## src/rtl/axi_write_arbiter.sv

```systemverilog
// -----------------------------------------------------------------------------
// axi_write_arbiter
//   Shares one AXI write port (AW/W/B) among four requesters. The arbiter grants
//   one requester per burst in round-robin order. It runs one transaction at a
//   time: the address phase, then the data burst, then the response.
//
// Ports
//   clk, rst               : system clock, asynchronous active-low reset
//   active_ports_in        : per-port enable mask; only sampled when granting
//   wr_id_in/addr/len      : packed per-port burst descriptors (port p at slice p)
//   wr_info_valid/rdy      : per-port descriptor handshake (rdy is one-hot)
//   wr_data_in/valid/rdy   : per-port write-data stream
//   wr_done_out/wr_err_out : one-cycle completion pulse and its error qualifier
//   axi_aw*/axi_w*/axi_b*  : AXI write master channels
// -----------------------------------------------------------------------------
module axi_write_arbiter #(
    parameter int ADDR_WIDTH = 33,
    parameter int DATA_WIDTH = 256,
    parameter int ID_WIDTH   = 8
) (
    input  logic                        clk,
    input  logic                        rst,
    input  logic [3:0]                  active_ports_in,
    input  logic [4*(ID_WIDTH-2)-1:0]   wr_id_in,
    input  logic [4*ADDR_WIDTH-1:0]     wr_addr_in,
    input  logic [4*8-1:0]              wr_len_in,
    input  logic [3:0]                  wr_info_valid_in,
    output logic [3:0]                  wr_info_rdy_out,
    input  logic [4*DATA_WIDTH-1:0]     wr_data_in,
    input  logic [3:0]                  wr_data_valid_in,
    output logic [3:0]                  wr_data_rdy_out,
    output logic [3:0]                  wr_done_out,
    output logic                        wr_err_out,
    input  logic                        axi_awready_in,
    output logic [ID_WIDTH-1:0]         axi_awid_out,
    output logic [ADDR_WIDTH-1:0]       axi_awaddr_out,
    output logic [7:0]                  axi_awlen_out,
    output logic                        axi_awvalid_out,
    input  logic                        axi_wready_in,
    output logic [DATA_WIDTH-1:0]       axi_wdata_out,
    output logic                        axi_wlast_out,
    output logic                        axi_wvalid_out,
    input  logic                        axi_bvalid_in,
    input  logic [1:0]                  axi_bresp_in,
    output logic                        axi_bready_out
);

    localparam int IDW = ID_WIDTH - 2;

    typedef enum logic [1:0] {S_IDLE, S_ADDR, S_DATA, S_RESP} state_t;

    state_t                 r_state;
    state_t                 w_state_next;
    logic [1:0]             r_grant;
    logic [1:0]             r_last_grant;
    logic [ADDR_WIDTH-1:0]  r_addr;
    logic [7:0]             r_len;
    logic [ID_WIDTH-1:0]    r_id;
    logic [7:0]             r_beat;
    logic [3:0]             r_done;
    logic                   r_err;

    logic [ADDR_WIDTH-1:0]  w_addr [4];
    logic [7:0]             w_len  [4];
    logic [IDW-1:0]         w_id   [4];
    logic [DATA_WIDTH-1:0]  w_data [4];

    logic [3:0]             w_req;
    logic [1:0]             w_winner;
    logic [1:0]             w_cand;
    logic                   w_found;
    logic                   w_last;
    logic                   w_w_hs;

    // Unpack the per-port buses into arrays indexed by port.
    genvar gi;
    generate
        for (gi = 0; gi < 4; gi++) begin : g_unpack
            assign w_addr[gi] = wr_addr_in[gi*ADDR_WIDTH +: ADDR_WIDTH];
            assign w_len[gi]  = wr_len_in[gi*8 +: 8];
            assign w_id[gi]   = wr_id_in[gi*IDW +: IDW];
            assign w_data[gi] = wr_data_in[gi*DATA_WIDTH +: DATA_WIDTH];
        end
    endgenerate

    assign w_req = wr_info_valid_in & active_ports_in;

    // Round-robin search. Candidates are scanned from offset 4 down to offset 1,
    // so the nearest port after last_grant is written last and wins. Offset 4
    // is last_grant itself, so that port has the lowest priority.
    always_comb begin
        w_winner = 2'd0;
        w_found  = 1'b0;
        w_cand   = 2'd0;
        for (int k = 4; k >= 1; k--) begin
            w_cand = r_last_grant + 2'(k);
            if (w_req[w_cand]) begin
                w_winner = w_cand;
                w_found  = 1'b1;
            end
        end
    end

    assign w_last = (r_beat == r_len);
    assign w_w_hs = (r_state == S_DATA) && wr_data_valid_in[r_grant] && axi_wready_in;

    always_comb begin
        w_state_next = r_state;
        case (r_state)
            S_IDLE: if (w_found)        w_state_next = S_ADDR;
            S_ADDR: if (axi_awready_in) w_state_next = S_DATA;
            S_DATA: if (w_w_hs && w_last) w_state_next = S_RESP;
            S_RESP: if (axi_bvalid_in)  w_state_next = S_IDLE;
            default:                    w_state_next = S_IDLE;
        endcase
    end

    always_comb begin
        wr_info_rdy_out = 4'b0000;
        wr_data_rdy_out = 4'b0000;
        axi_awvalid_out = 1'b0;
        axi_wvalid_out  = 1'b0;
        axi_wlast_out   = 1'b0;
        axi_bready_out  = 1'b0;
        case (r_state)
            S_IDLE: begin
                // The state register already sits at IDLE while reset is held.
                // Gating with rst keeps the descriptor handshake quiet then.
                if (w_found && rst) wr_info_rdy_out = 4'b0001 << w_winner;
            end
            S_ADDR: axi_awvalid_out = 1'b1;
            S_DATA: begin
                axi_wvalid_out  = wr_data_valid_in[r_grant];
                wr_data_rdy_out = {3'b000, axi_wready_in} << r_grant;
                axi_wlast_out   = w_last;
            end
            S_RESP: axi_bready_out = 1'b1;
            default: ;
        endcase
    end

    assign axi_awid_out   = r_id;
    assign axi_awaddr_out = r_addr;
    assign axi_awlen_out  = r_len;
    assign axi_wdata_out  = w_data[r_grant];
    assign wr_done_out    = r_done;
    assign wr_err_out     = r_err;

    always_ff @(posedge clk or negedge rst) begin
        if (!rst) begin
            r_state      <= S_IDLE;
            r_grant      <= 2'd0;
            r_last_grant <= 2'd3;
            r_addr       <= '0;
            r_len        <= 8'd0;
            r_id         <= '0;
            r_beat       <= 8'd0;
            r_done       <= 4'b0000;
            r_err        <= 1'b0;
        end else begin
            r_state <= w_state_next;
            r_done  <= 4'b0000;
            r_err   <= 1'b0;
            case (r_state)
                S_IDLE: begin
                    if (w_found) begin
                        r_grant      <= w_winner;
                        r_last_grant <= w_winner;
                        r_addr       <= w_addr[w_winner];
                        r_len        <= w_len[w_winner];
                        r_id         <= {w_winner, w_id[w_winner]};
                    end
                end
                S_ADDR: begin
                    if (axi_awready_in) r_beat <= 8'd0;
                end
                S_DATA: begin
                    // The beat counter clears on the last beat, so len=255 never wraps.
                    if (w_w_hs) r_beat <= w_last ? 8'd0 : r_beat + 8'd1;
                end
                S_RESP: begin
                    if (axi_bvalid_in) begin
                        r_done <= 4'b0001 << r_grant;
                        r_err  <= |axi_bresp_in;
                    end
                end
                default: ;
            endcase
        end
    end

endmodule

```

## config.mk

```make
export PLATFORM = sky130hd
export DESIGN_NAME = axi_write_arbiter
export DESIGN_NICKNAME = d
export VERILOG_FILES = /design/src/rtl/axi_write_arbiter.sv
export SDC_FILE = /design/constraint.sdc
export NUM_CORES = 1
export LEC_CHECK = 0
export ABC_AREA = 0
export CAP_MARGIN = 20
export CORE_AREA = 2 2 598 600
export DETAILED_ROUTE_END_ITERATION = 7
export DIE_AREA = 0 0 600 602
export GPL_TIMING_DRIVEN = 0
export PLACE_DENSITY = 0.3
export SLEW_MARGIN = 30
export SYNTH_ARGS = -nofsm -noshare
export SYNTH_HDL_FRONTEND = slang
export SYNTH_SLANG_ARGS = --single-unit
```

## constraint.sdc

```tcl
create_clock -name clk -period 2.7 [get_ports clk]
set_clock_uncertainty 0.1 [all_clocks]
set_input_delay 0.54 -clock clk [delete_from_list [all_inputs] [get_ports clk]]
set_output_delay 0.54 -clock clk [all_outputs]
set_load 0.03 [all_outputs]
```

# Word-level counts from Yosys, hierarchy flattened
# Index checks and enable logic that the tools add are counted.
totals:
  regBits: 68
  in_bits: 1231
classes:
  add_sub_neg: 4
  order_cmp: 7
  eq_ne: 9
  shift: 3
  muxes: 50
  n_bitwise: 3
  reduce_logical: 10
ops:
  columns: ["cell", "n"]
  rows:
  - ["256-bit binary-select mux with 2-bit select", 1]
  - ["256-bit two-way mux", 2]
  - ["33-bit binary-select mux with 2-bit select", 1]
  - ["33-bit two-way mux", 2]
  - ["8-bit two-way mux", 5]
  - ["4-bit two-way mux", 5]
  - ["8-bit binary-select mux with 2-bit select", 1]
  - ["2-bit two-way mux", 8]
  - ["8-bit one-hot mux with 2 select lines", 1]
  - ["2-bit by 3-bit less-than comparator with 1-bit output (second input constant)", 5]
  - ["1-bit two-way mux", 15]
  - ["6-bit binary-select mux with 2-bit select", 1]
  - ["6-bit two-way mux", 2]
  - ["1-bit binary-select mux with 2-bit select", 5]
  - ["8-bit by 1-bit adder with 8-bit output (second input constant)", 1]
  - ["8-bit equality test", 1]
  - ["2-bit inequality test (second input constant)", 4]
  - ["2-bit one-hot mux with 4 select lines", 1]
  - ["1-bit by 2-bit << shifter with 4-bit output (first input constant)", 2]
  - ["3-bit greater-or-equal comparator (second input constant)", 2]
  - ["2-bit inverter with 3-bit output", 2]
  - ["2-bit adder (second input constant)", 2]
  - ["4-bit AND", 1]
  - ["2-bit equality test (second input constant)", 2]
  - ["11 further kinds", 14]

# Logic depth before layout (Yosys ltp)
# Gate-level depths: netlist of run 1.
depth:
  word_depth: 11
  mapped_depth: 8
  mapped_depth_nobuf: 7

# Worst setup path after synthesis of run 1
# OpenSTA, ideal clock, no wires.
synth_timing:
  path_kind: "flip-flop to output port"
  startpoint: "register r_last_grant[0]"
  endpoint: "output port wr_info_rdy_out[0]"
  t_arrival_ns: 2.109
  required_ns: 2.060
  slack_ns: -0.049
  stages_incl_launch_ff: 9
  path_buffers: 3
  path_cell_list: "dfstp_2 > and3b_1 > a311o_1 > a22oi_1 > buf_4 > buf_6 > buf_8 > inv_1 > nor2_1"
synth_via:
  elab_chain_len: 9
synth_lines:
  columns: ["element", "line_no", "rtl"]
  rows:
  - ["from (decl)", "55", "logic [1:0] r_last_grant;"]
  - ["from (signal assigned)", "168", "r_last_grant <= w_winner;"]
  - ["2-bit adder or 1-bit binary-select mux with 2-bit select (tied branches)", "96, 97", null]
  - ["1-bit binary-select mux with 2-bit select or 1-bit two-way mux (tied branches)", "97", "if (w_req[w_cand]) begin"]
  - ["1-bit two-way mux (not written as such) or 2-bit two-way mux (tied branches)", "97", null]
  - ["2-bit two-way mux or 1-bit two-way mux (tied branches) (3 in series)", "97", null]
  - ["1-bit by 2-bit << shifter with 4-bit output or 1-bit logical AND (tied branches)", "129", "if (w_found && rst) wr_info_rdy_out = 4'b0001 << w_winner;"]
  - ["4-bit two-way mux (*)", "129", null]
  - ["4-bit two-way mux (*)", "125", "case (r_state)"]
  - ["to (decl)", "28", "output logic [3:0] wr_info_rdy_out,"]
# Every way passes the cells marked *; elsewhere a longest branch is shown, timed or not. The select of a mux whose other input is x is not followed.

# Worst setup path in the final report of run 1
layout_timing:
  startpoint: "register r_grant[0]"
  endpoint: "output port axi_wdata_out[16]"
layout_via:
  elab_chain_len: 4
layout_lines:
  columns: ["element", "line_no", "rtl"]
  rows:
  - ["from (decl)", "54", "logic [1:0] r_grant;"]
  - ["from (signal assigned)", "167", "r_grant <= w_winner;"]
  - ["2-bit inverter with 3-bit output (not written as such)", "145", "assign axi_wdata_out = w_data[r_grant];"]
  - ["256-bit binary-select mux with 2-bit select", "145", null]
  - ["256-bit two-way mux (not written as such) (2 in series)", "145", null]
  - ["to (decl)", "40", "output logic [DATA_WIDTH-1:0] axi_wdata_out,"]
# Every way passes these cells. The select of a mux whose other input is x is not followed.

==> results by stage, run 1 <==
Critical path:
- The number of cells traversed by the worst register-to-register path is 8.
- The reg-to-reg critical path startpoint is r_last_grant[0].
- At the worst endpoint, the arrival time is 2.54 ns.
- The class of the most critical setup path is register to primary output.
- The reg-to-reg endpoint is axi_awaddr_out[15].
- The element type at the critical path start is a register.
- The worst path required time is 2.06 ns.
- Along the worst path, the maximum fanout reaches 10.
- Across all register-to-register paths, the minimum setup slack is 0.06 ns.
- The worst setup path is captured at a primary output.

Floorplan:
- The starting density of the core is 2.848%.
- The die height is 602 um.
- The overall die width is 600 um.
- The number of primary I/O pins is 1553.
- The die footprint is 0.3612 mm^2.
- After floorplanning, the core was divided into 219 placement rows.
- The floorplan core area is 0.3548 mm^2.

Placed design:
- Once placement completed, the tool counted placed cells totaling 7026.
- The count of port buffers added during placement is 1552.
- Prior to clock tree synthesis, the placed netlist has a worst setup slack of -2.153 ns.
- The area after detailed placement is 0.03174 mm^2.
- The congestion estimate from routability-driven global placement came to 0.9513.
- After legalization and detailed placement, the total HPWL measured 291500 um.

Synth:
- The average cell area after synthesis is 14.11 um^2.
- The unique cell type count in the Yosys netlist is 37.
- Yosys mapped a number of flops with a built-in enable equal to 0.
- The proportion of netlist area held by the largest area contributor is 57.28%.
- The adder-cell share of the synthesized area is 0.6191%.
- The synthesized design contains 66 register bits.
- Of the post-synthesis cell area, the part taken by muxes is 67.00%.
- Counting instances in the post-synthesis netlist gives the leading cell types as sky130_fd_sc_hd__mux4_2, sky130_fd_sc_hd__mux2i_1, sky130_fd_sc_hd__nand2_1.
- The post-synthesis cell area is 0.01010 mm^2.
- Counting every instance in the synthesized netlist gives 716.
- The synthesis warning total is 0.
- The top flip-flop cell by instance count after synthesis is sky130_fd_sc_hd__dfrtp_1.
- The most instantiated library cell after synthesis is sky130_fd_sc_hd__mux4_2.
- Of all flip-flops after synthesis, the portion carrying an async set or reset was 100.0%.
- The share of the yosys chip area belonging to registers is 16.37%.
- The synthesized net count is 1952.
- After synthesis, the largest family of logic cells by area is multiplexers.
- The synthesized netlist devotes 6.005% of its cell area to compound gates.
- The simple logic cell fraction of the synthesized area is 4.866%.
- The post-synthesis xor/xnor area fraction is 0.6934%.
- Yosys attributes the largest share of cell area to sky130_fd_sc_hd__mux4_2, sky130_fd_sc_hd__dfrtp_1, sky130_fd_sc_hd__mux2i_1, sky130_fd_sc_hd__o221ai_1, sky130_fd_sc_hd__nand2_1.
- The cell accounting for the most synthesized area is sky130_fd_sc_hd__mux4_2.

Layout:
- Once layout is done, the placed cells without fillers occupy 0.03402 mm^2.
- The share of final-layout standard cells stronger than drive strength 1 is 30.65%.
- The number of standard cells in the final layout excluding fillers is 7182.
- Relative to the synthesized area, the layout overhead comes to 236.7%.
- The number of nets in the layout is 3591.

Global route:
- The number of global-route vias before repair came to 17190.
- The pin count of the biggest net entering global routing is 48.
- The initial antenna violation count was 301.
- The sum of overflow across all layers after global routing is 0.
- Global routing used 16.42% of the available tracks across all layers.
- The wire length of the first global-routing pass is 346400 um.

Detailed routing:
- In this run the remaining antenna-violating nets after routing total 0.
- In the detailed route, the total length drawn on met3 is 20610 um.
- The remaining design rule violation count is 0.
- Routed signal wires occupy layers up through met5.
- The total wirelength of the detailed-routed design is 308200 um.
- After detailed routing, the met2 layer carries 176200 um of wire.
- Summing over every cut layer, the via total after detailed routing is 17230.
- In the routed layout, each cell is associated on average with a via count of 2.399.
- The first-pass iteration count of the detailed router is 5.
- The per-cell routed wire length is 42.91 um.
- The wire length on met1 is 100400 um.
- In this run, the number of DRC markers left after iteration 0 of detailed routing was 1236.

Flow run:
- Max-cap violations in this run came to 0.

Power:
- In this run the power density over the cells is 944.5 mW/mm^2.
- The worst-case vdd ir drop is 1035 uV.
- The leakage power is 11.39 nW.

STA:
- The final clock period utilization by the worst path is 117.8%.
- In the post-route analysis, the smallest setup slack over all paths is -0.4819 ns.
- The final setup violation count is 259.
- For the pin with the worst max-slew slack, the measured transition is 0.8841 ns.
- The final critical path time including I/O delays and setup is 3.182 ns.
- The max-slew violation total from the final report was 0.
- The final hold violation count is 0.
- In this run the tightest slew margin relative to its limit is 40.87%.
- Derived from the worst setup path, the maximum achievable clock frequency is 314.3 MHz.
- Setup repair after global routing could not meet its margin everywhere.

Min path:
- The type of the most critical hold path is primary input to asynchronous set/reset pin.

CTS:
- Counting along the longest clock path gives a buffer depth of 2.
- The clock latency on the worst-skew pair is 0.38 ns.
- The tree is rooted in a sky130_fd_sc_hd__clkbuf_16.
- TritonCTS built the clock tree.
- The clock drives 66 sinks.
- Clock-pin slew was measured on the worst setup and hold paths at 0.08 ns.
- In this run the number of H-tree levels came out at 3.
- Counting the buffers created by CTS gives 9.

Status:
- The checks that failed: negative setup slack.
- The run finished, with violations left.
## how the worst max path moves through the flow
stage,from,end,depth (start not counted)
2_1_floorplan,r_last_grant[0],wr_info_rdy_out[0],8
3_3_place_gp,rst,wr_info_rdy_out[2],4
3_5_place_dp,r_grant[0],axi_wdata_out[91],6
4_1_cts,r_grant[0],axi_wdata_out[10],5
5_1_grt,r_grant[0],axi_wdata_out[195],6
6_report,r_grant[0],axi_wdata_out[16],5
## what timing repair did
action                                  4_1_cts  5_1_grt
hold buffers                                  1        0
resized for setup                          1432      420
hold endpoints to repair                     21        0
pin swaps                                     2        7
setup buffers                                26       43
endpoints found under the setup margin      317      319
cloned                                        4        4
## power breakdown
group / internal (mW) / switching (mW)
logic: 11.8 / 17.3
clock network: 0.666 / 0.618
registers: 1.41 / 0.414
## stage by stage
stage / utilization, % / hold WS (ns) / power [mW] / setup TNS [ns]
final: 9.588 / 0.03995 / 32.14 / -74.63
after global routing: 9.563 / 0.02922 / 33.25 / -89.52
after CTS: 9.287 / 0.01682 / 31.67 / -110.38
after detailed placement: 8.945 / 0.3644 / 28.84 / -424.64
after global placement: 8.903 / 0.3725 / 28.84 / -964.19
after floorplan: - / 0.1444 / 13.41 / -2.267
## critical path, stage by stage (launching register included)
cell and delay [ns]:
sky130_fd_sc_hd__dfrtp_2 0.39, sky130_fd_sc_hd__clkbuf_16 0.16, sky130_fd_sc_hd__buf_16 0.16, sky130_fd_sc_hd__buf_8 0.24, sky130_fd_sc_hd__mux4_2 0.69, sky130_fd_sc_hd__dlygate4sd2_1 0.44
## placed cells by master, fill, tap and decap left out, drive strengths merged, types with 2 or more instances in the layout
master,Yosys,layout
o22ai,3,3
ha,5,5
xor2,8,8
nor4,2,2
o21ai,3,3
nand3,12,12
clkbuf,42,63
clkdlybuf4s50,0,1276
and2,4,4
mux2i,97,97
nor3,3,3
dlymetal6s2s,0,8
clkdlybuf4s15,0,29
a21boi,2,2
a22oi,2,2
a21oi,8,8
nand4,2,2
o221ai,49,49
diode,0,72
dfstp,2,2
inv,8,8
mux4,257,257
dlygate4sd2,0,9
nor2,15,15
buf,46,343
nand2,67,67
clkinv,0,3
nand2b,3,3
dfrtp,64,64
and3,4,4
## kinds of logic after synthesis
logic type                 count (synthesis)
AOI/OAI and AO/OA                         72
xor gates and xnor gates                   8
adders and majority gates                  5
DFF                                       66
muxes                                    355
buffers and inverters                     96
and+or+nand+nor                          114
## sequential cells by signal (all words and copies together) (netlist names)
signal and cells:
r_last_grant 2, wr_done_out 4, axi_awlen_out 8, axi_awid_out 6, wr_err_out 1, r_grant 2, axi_awaddr_out 33, r_state 2
r_beat 8
## metal layers
layer  track usage (%)  vias to the layer above
li1                  -                     6534
met1             15.85                     8784
met2             33.63                     1286
met3             4.286                      539
met4             3.909                       88
met5                 0                        -
## layout make-up
type	count	area [um^2]
sequential	66	1657
inverter	8	37.54
clock buffer	12	256.5
buffer	82	1125
timing repair buffer	1634	16630
clock inverter	3	15.01
antenna	72	180.2
tap	4751	5944
multi-input combinational	554	8177
fill	40820	320800
Note: power is estimated with default switching activity, not from simulation.
==> run 2: changes to the inputs <==
--- a/config.mk
+++ b/config.mk
@@ -12,7 +12,7 @@
 export DIE_AREA = 0 0 600 602
 export GPL_TIMING_DRIVEN = 0
 export PLACE_DENSITY = 0.3
-export SLEW_MARGIN = 30
+export SLEW_MARGIN = 20
 export SYNTH_ARGS = -nofsm -noshare
 export SYNTH_HDL_FRONTEND = slang
 export SYNTH_SLANG_ARGS = --single-unit
==> run 2 against run 1 <==
Total power grew 5.2%; sequential power is essentially flat; first-iteration DRC count grew 7.6%; register-to-register slack lost 0.02 ns; non-clock buffer count grew 20; highest routed layer unchanged; routed wire length grew 0.53%; global-route usage grew 0.059 points; the run still ends with negative setup slack left; count of clock-buffer cells in the layout is the same; utilization grew 0.23 points; critical path depth grew 3; clock power grew 7%; critical endpoint unchanged; combinational power grew 6%.
==> results by stage, run 2 (synthesized netlist as in run 1, its figures left out) <==
CTS:
- The clock latency on the worst-skew pair is 0.38 ns (about the same).
- The total CTS buffers was 9 (unchanged).
- The CTS tree is yes.
- CTS placed an instance of sky130_fd_sc_hd__clkbuf_16 at the clock tree root.
- The clock transition at the registers of the reported paths is 0.07 ns (about the same).
- The number of buffers on the longest clock path came to 2 (unchanged).
- The total number of H-tree levels was 3 (unchanged).
- The total clock sinks came to 66 (unchanged).

Flow run:
- The max-capacitance violation count is 0 (unchanged).

STA:
- The final clock period utilization by the worst path came to 118.1% (+0.22 points).
- The highest achievable clock rate is 313.7 MHz (-0.18%).
- The final critical-path setup slack is -0.4878 ns (-0.005893 ns).
- The final critical path time including I/O delays and setup is 3.188 ns (+0.005893 ns).
- The final hold violation count is 0 (unchanged).
- The remaining max-slew budget at the tightest pin was 41.79% (+0.92 points).
- The max-slew violation total from the final report is 0 (unchanged).
- Setup repair after global routing could not meet its margin everywhere.
- The final setup violation count came to 256 (-1.2%).
- The transition time at the pin with the least slew margin was 0.8704 ns (-0.01371 ns).
- The setup TNS after final layout is -74.84 ns (-0.2095 ns).

Critical path:
- The worst-case register-to-register setup slack is 0.04 ns (-0.02 ns).
- The element type at the critical path start is a register.
- The maximum fanout along the worst path is 7 (-3).
- The critical path in this run is classified as register to primary output.
- The kind of end point of the critical path is a primary output.
- The worst path required time came to 2.06 ns (about the same).
- The signal arrival time at the worst endpoint was 2.55 ns (about the same).

Placed design:
- The cell total after placement was 7026 (unchanged).
- The HPWL after detailed placement is 291300 um (about the same).
- The final weighted congestion in routability-driven placement is 0.9513 (unchanged).
- The count of port buffers added during placement is 1552 (unchanged).
- The setup slack at placement is -2.604 ns (-0.4517 ns).

Layout:
- The share of final-layout standard cells stronger than drive strength 1 is 31.69% (+1.0 points).
- The number of fillers in the final layout is 40800 (-0.044%).
- The commonest non-fill, non-tap cell in the layout is sky130_fd_sc_hd__clkdlybuf4s50_1.
- The number of nets in the layout is 3611 (+0.56%).
- The number of standard cells in the final layout excluding fillers is 7189 (+0.097%).
- The number of flip-flops in the largest register was 33 (unchanged).
- From synthesis to final layout, the design area changed by 244.9%.
- The library cells used most frequently in the layout, excluding fill and tap cells, are sky130_fd_sc_hd__clkdlybuf4s50_1, sky130_fd_sc_hd__mux4_2, sky130_fd_sc_hd__buf_6.

Detailed routing:
- The post-detailed-route count of antenna-violating nets came to 0 (unchanged).
- The initial detailed-routing violation count was 1330 (+7.6%).
- The total wirelength of the detailed-routed design came to 309800 um (+0.53%).
- The first-pass iteration count of the detailed router was 5 (unchanged).
- The average vias per placed instance is 2.410 (+0.45%).
- The total number of vias was 17330 (+0.55%).
- The remaining design rule violation count is 0 (unchanged).
- The per-cell routed wire length was 43.10 um (+0.43%).

Global route:
- The wire length of the first global-routing pass is 347700 um (+0.37%).
- The sum of overflow across all layers after global routing is 0 (unchanged).
- The overall track demand over capacity in global routing came to 16.48% (+0.059 points).
- The initial antenna violation count is 301 (unchanged).
- The pin count of the biggest net entering global routing came to 54 (+13%).
- The number of global-route vias before repair is 17140 (-0.32%).

Floorplan:
- The die footprint is 0.3612 mm^2 (unchanged).
- The placement row count came to 219 (unchanged).
- The die height is 602 um (unchanged).
- The floorplan core area was 0.3548 mm^2 (unchanged).
- The overall die width is 600 um (unchanged).
- The starting density of the core came to 2.848% (unchanged).
- The number of primary I/O pins is 1553 (unchanged).

Power:
- The power per cell area is 970.3 mW/mm^2 (+2.7%).
- The clock group share of total power is 4.0% (about the same).
- The part of the total power dissipated in combinational logic is 90.6% (+0.3 points).
- The sequential cell fraction of total power is 5.4% (-0.3 points).
- The switching power share of the total is 55.34% (-1.6 points).
- The switching power is 18.71 mW (+2.3%).
- The design internal power is 15.10 mW (+9.1%).
- The leakage power was 11.69 nW (+2.7%).
- The worst-case vdd ir drop is 778.0 uV (-25%).

Status:
- The checks that failed: negative setup slack.
- The flow ran to the end, but the final reports show violations.

Min path:
- The worst hold path belongs to the class primary input to asynchronous set/reset pin.
==> run 2: timing repair <==
item / in CTS / in global routing
pin swaps: 0 / 7
hold buffers: 2 / 0
resized for setup: 1595 / 555
setup endpoints to repair: 315 / 308
gates cloned: 6 / 8
endpoints found under the hold margin: 15 / 0
buffers inserted: 41 / 41
==> run 2: critical path, cell delays in order (launching register included) <==
cell	delay [ns]
sky130_fd_sc_hd__dfrtp_2	0.43
sky130_fd_sc_hd__clkbuf_16	0.16
sky130_fd_sc_hd__buf_16	0.15
sky130_fd_sc_hd__buf_4	0.18
sky130_fd_sc_hd__buf_12	0.12
sky130_fd_sc_hd__buf_16	0.14
sky130_fd_sc_hd__buf_6	0.12
sky130_fd_sc_hd__mux4_2	0.57
sky130_fd_sc_hd__buf_6	0.21
==> run 2: layout make-up <==
| class | count | area, um^2 | area share [%] |
|---|---|---|---|
| plain buffers | 83 | 1131 | 3.245 |
| well taps | 4751 | 5944 | 17.06 |
| repair buffers | 1653 | 17460 | 50.09 |
| flip-flops and latches | 66 | 1657 | 4.753 |
| clock buffers | 12 | 246.5 | 0.7072 |
| inverters | 8 | 37.54 | 0.1077 |
| clock inverters | 3 | 40.04 | 0.1149 |
| diodes | 59 | 147.6 | 0.4236 |
| multi-input cells | 554 | 8189 | 23.50 |
==> run 2: path summary, 6_finish.rpt <==
check                                    from            endpoint  depth (start not counted)
setup reg to reg              r_last_grant[0]  axi_awaddr_out[28]                          8
max in group asynchronous                 rst     axi_awid_out[1]                          3
setup / recovery                   r_grant[0]   axi_wdata_out[16]                          8
hold reg to reg            axi_awaddr_out[24]  axi_awaddr_out[24]                          2
hold / removal                            rst  axi_awaddr_out[17]                          2
min in group clk           axi_awaddr_out[24]  axi_awaddr_out[24]                          2
==> run 2: routing by layer <==
layer	GRT usage (%)	up-vias	routed length, um
met5	0	-	542
met4	2.959	84	11090
met3	4.315	544	19830
met2	34.10	1317	176500
met1	15.97	8813	101900
li1	-	6567	-
==> run 2: per-stage QoR <==
| stage | total power, mW | hold slack [ns] | utilization (%) | area (um^2) |
|---|---|---|---|---|
| 6_report | 33.82 | 0.01862 | 9.822 | 34850 |
| 5_1_grt | 34.95 | 0.02324 | 9.790 | 34740 |
| 4_1_cts | 32.30 | 0.01414 | 9.371 | 33250 |
| 3_5_place_dp | 28.89 | 0.3354 | 8.953 | 31770 |
| 3_3_place_gp | 28.84 | 0.3725 | 8.903 | 31590 |
| 2_1_floorplan | 13.41 | 0.1444 | - | 10110 |
==> run 2: power by group through the flow <==
| stage | registers, mW | logic (mW) | clock network [mW] |
|---|---|---|---|
| 2_1_floorplan | 2.36 | 11.1 | 0 |
| 3_3_place_gp | 1.84 | 27.0 | 0 |
| 6_report | 1.81 | 30.6 | 1.37 |
| 3_5_place_dp | 1.85 | 27.0 | 0 |
| 5_1_grt | 1.85 | 31.6 | 1.46 |
| 4_1_cts | 1.81 | 29.1 | 1.43 |
==> run 3: changes to the inputs <==
--- a/config.mk
+++ b/config.mk
@@ -7,12 +7,14 @@
 export LEC_CHECK = 0
 export ABC_AREA = 0
 export CAP_MARGIN = 20
-export CORE_AREA = 2 2 598 600
+export CORE_AREA = 2 2 604 606
 export DETAILED_ROUTE_END_ITERATION = 7
-export DIE_AREA = 0 0 600 602
+export DIE_AREA = 0 0 606 608
 export GPL_TIMING_DRIVEN = 0
+export HOLD_SLACK_MARGIN = 0.12
 export PLACE_DENSITY = 0.3
 export SLEW_MARGIN = 20
 export SYNTH_ARGS = -nofsm -noshare
 export SYNTH_HDL_FRONTEND = slang
 export SYNTH_SLANG_ARGS = --single-unit
+export TNS_END_PERCENT = 1
==> constraint.sdc (replaced) <==
create_clock -name clk -period 4.1 [get_ports clk]
set_clock_uncertainty 0.1 [all_clocks]
set_input_delay 0.82 -clock clk [delete_from_list [all_inputs] [get_ports clk]]
set_output_delay 0.82 -clock clk [all_outputs]
set_load 0.03 [all_outputs]
==> run 3 against run 2 <==
The flow now finishes without violations; global-route usage is 1.0 points lower; die area is 2.0% higher; critical path depth is 2 lower; via count decreased by 1.4%; clock power down 43%; utilization down 0.89 points; count of clock-buffer cells in the layout fell by 3; setup slack better by 0.50 ns; routed wire length decreased by 4.6%; critical endpoint is now axi_wdata_out[72].
==> results by stage, run 3 (synthesized netlist as in run 1, its figures left out) <==
Floorplan:
- The placement row count is 221 (+0.91%).
- The number of primary I/O pins was 1553 (unchanged).
- The overall die width is 606 um (+1.0%).
- The die footprint came to 0.3684 mm^2 (+2.0%).
- The floorplan core area is 0.3617 mm^2 (+1.9%).
- The die height came to 608 um (+1.0%).
- The starting density of the core is 2.794% (-0.054 points).

CTS:
- The number of buffers inserted for hold repair after clock tree synthesis is 0 (-2).
- The total number of H-tree levels is 3 (unchanged).
- The clock root buffer master is sky130_fd_sc_hd__clkbuf_16.
- The CTS tree is yes.
- The clock latency on the worst-skew pair is 0.37 ns (about the same).
- The total clock sinks is 66 (unchanged).
- The total CTS buffers is 9 (unchanged).
- The clock transition at the registers of the reported paths came to 0.07 ns (about the same).
- The number of buffers on the longest clock path is 2 (unchanged).

Power:
- The clock group share of total power is 4.3% (+0.3 points).
- The part of the total power dissipated in combinational logic came to 89.1% (-1.5 points).
- The leakage power is 10.54 nW (-9.8%).
- The worst-case vdd ir drop is 206.9 uV (-73%).
- The design internal power is 7.290 mW (-52%).
- The power per cell area is 565.3 mW/mm^2 (-42%).
- The sequential cell fraction of total power is 6.6% (+1.2 points).
- The switching power is 10.98 mW (-41%).
- The total power was 18.27 mW (-46%).
- The switching power share of the total is 60.09% (+4.8 points).

STA:
- The max-slew violation total from the final report is 0 (unchanged).
- The post-route worst hold slack came to 0.3095 ns (+0.2909 ns).
- The transition time at the pin with the least slew margin was 0.9915 ns (+0.1211 ns).
- The final clock period utilization by the worst path is 99.82%.
- The final critical path time including I/O delays and setup is 4.093 ns.
- The setup TNS after final layout is 0 ns (+74.84 ns).
- The highest achievable clock rate is 244.3 MHz.
- The final hold violation count is 0 (unchanged).
- The final setup violation count is 0 (-100%).
- The remaining max-slew budget at the tightest pin is 33.90% (-7.9 points).
- Setup repair after global routing could not meet its margin everywhere.

Global route:
- The number of global-route vias before repair was 16760 (-2.2%).
- The overall track demand over capacity in global routing is 15.47% (-1.0 points).
- The initial antenna violation count is 325 (+8.0%).
- The pin count of the biggest net entering global routing came to 40 (-26%).
- The wire length of the first global-routing pass is 334700 um (-3.7%).
- The sum of overflow across all layers after global routing is 0 (unchanged).

Critical path:
- The family with the most delay on the worst path is buffers and inverters.
- The kind of end point of the critical path is a primary output.
- The worst path required time is 3.18 ns (+1.12 ns).
- The critical-path cell with the highest stage delay is sky130_fd_sc_hd__mux4_2.
- The signal on the critical path passes through clkbuf_4 -> buf_16 -> clkbuf_8 -> buf_12 -> mux4_2 -> dlygate4sd2_1.
- The class of the most critical setup path is register to primary output.
- The largest stage delay on the critical path was 0.66 ns (+0.09 ns).
- STA classifies the critical path startpoint as a register.
- The signal arrival time at the worst endpoint is 3.17 ns (+0.62 ns).
- The maximum fanout along the worst path is 10 (+3).
- The worst-case register-to-register setup slack is 1.15 ns (+1.11 ns).
- The number of buffers and inverters on the critical path was 5 (-2).

Placed design:
- The area after detailed placement is 0.03185 mm^2 (+0.25%).
- The final weighted congestion in routability-driven placement was 0.9224 (-3.0%).
- The HPWL after detailed placement is 281300 um (-3.5%).
- The count of port buffers added during placement is 1552 (unchanged).
- The cell total after placement was 7070 (+0.63%).

Layout:
- The number of flip-flops in the largest register is 33 (unchanged).
- Leaving out fill and tap cells, the most frequent cell in the layout is sky130_fd_sc_hd__clkdlybuf4s50_1.
- The layout overhead on the synthesized area is 219.8%.
- The number of nets in the layout is 3522 (-2.5%).
- In the layout the commonest cells are sky130_fd_sc_hd__clkdlybuf4s50_1, sky130_fd_sc_hd__mux4_2, sky130_fd_sc_hd__dlygate4sd2_1.
- The share of final-layout standard cells stronger than drive strength 1 is 16.86% (-15 points).
- The total non-filler cell area in the finished layout came to 0.03232 mm^2 (-7.3%).
- The number of standard cells in the final layout excluding fillers came to 7158 (-0.43%).

Detailed routing:
- The first-pass iteration count of the detailed router is 5 (unchanged).
- The average vias per placed instance is 2.387 (-0.96%).
- The post-detailed-route count of antenna-violating nets is 0 (unchanged).
- The per-cell routed wire length is 41.30 um (-4.2%).
- The total wirelength of the detailed-routed design is 295600 um (-4.6%).
- The initial detailed-routing violation count was 1320 (-0.75%).
- The total number of vias is 17080 (-1.4%).
- The remaining design rule violation count came to 0 (unchanged).

Status:
- The run finished with clean final reports.

Flow run:
- The max-capacitance violation count is 0 (unchanged).

Min path:
- In this run the worst hold path is classified as primary input to asynchronous set/reset pin.
run 3: changes by cell type in the layout (fill, tap and decap cells not counted), moves of 13 or more:
cell / delta
sky130_fd_sc_hd__diode_2: +15
sky130_fd_sc_hd__buf_4: -13
sky130_fd_sc_hd__buf_6: -200
sky130_fd_sc_hd__buf_8: -23
sky130_fd_sc_hd__clkdlybuf4s15_2: -16
sky130_fd_sc_hd__buf_16: -15
sky130_fd_sc_hd__buf_12: -51
sky130_fd_sc_hd__dlygate4sd2_1: +169
sky130_fd_sc_hd__clkdlybuf4s50_1: +65
run 3: final timing paths:
check | from | cells after the start | endpoint
worst max-delay path | r_grant[0] | 6 | axi_wdata_out[72]
worst min-delay path | rst | 1 | axi_awaddr_out[24]
worst max register to register | r_state[0] | 7 | axi_awaddr_out[6]
worst min register to register | axi_awaddr_out[1] | 2 | axi_awaddr_out[1]
max in group asynchronous | rst | 2 | r_last_grant[1]
min in group clk | axi_awaddr_out[1] | 2 | axi_awaddr_out[1]
run 3: timing repair:
action	4_1_cts	5_1_grt
buffers inserted	0	0
setup endpoints to repair	262	25
resized for setup	310	21
run 3: layer usage:
layer | vias to the layer above | global-route usage (%) | share of wire, %
li1 | 6400 | - | -
met1 | 8656 | 15.73 | 34
met2 | 1414 | 30.24 | 54
met3 | 502 | 5.411 | 8.9
met4 | 112 | 2.473 | 2.5
met5 | - | 0 | 0.24
run 3: area by class of cell:
class,count,area (um^2)
fill,41860,329400
buffer,87,634.4
inverter,8,30.03
sequential,66,1657
antenna,74,185.2
timing repair buffer,1560,15520
tap,4794,5998
clock buffer,9,225.2
multi-input combinational,554,8033
clock inverter,6,35.03
run 3: through the flow:
step | setup slack [ns] | util (%)
3_3_place_gp | -3.955 | 8.747
6_report | 0.007450 | 8.935
3_5_place_dp | -1.597 | 8.805
4_1_cts | -0.1307 | 8.873
2_1_floorplan | 0.8046 | -
5_1_grt | -0.07004 | 8.900
run 3: power by group through the flow:
stage / Clock [mW] / Sequential (mW) / Combinational, mW
floorplan: 0 / 1.55 / 7.27
global placement: 0 / 1.21 / 17.3
detailed placement: 0 / 1.21 / 17.4
CTS: 0.824 / 1.21 / 16.9
global route: 0.836 / 1.24 / 16.9
finish: 0.783 / 1.21 / 16.3
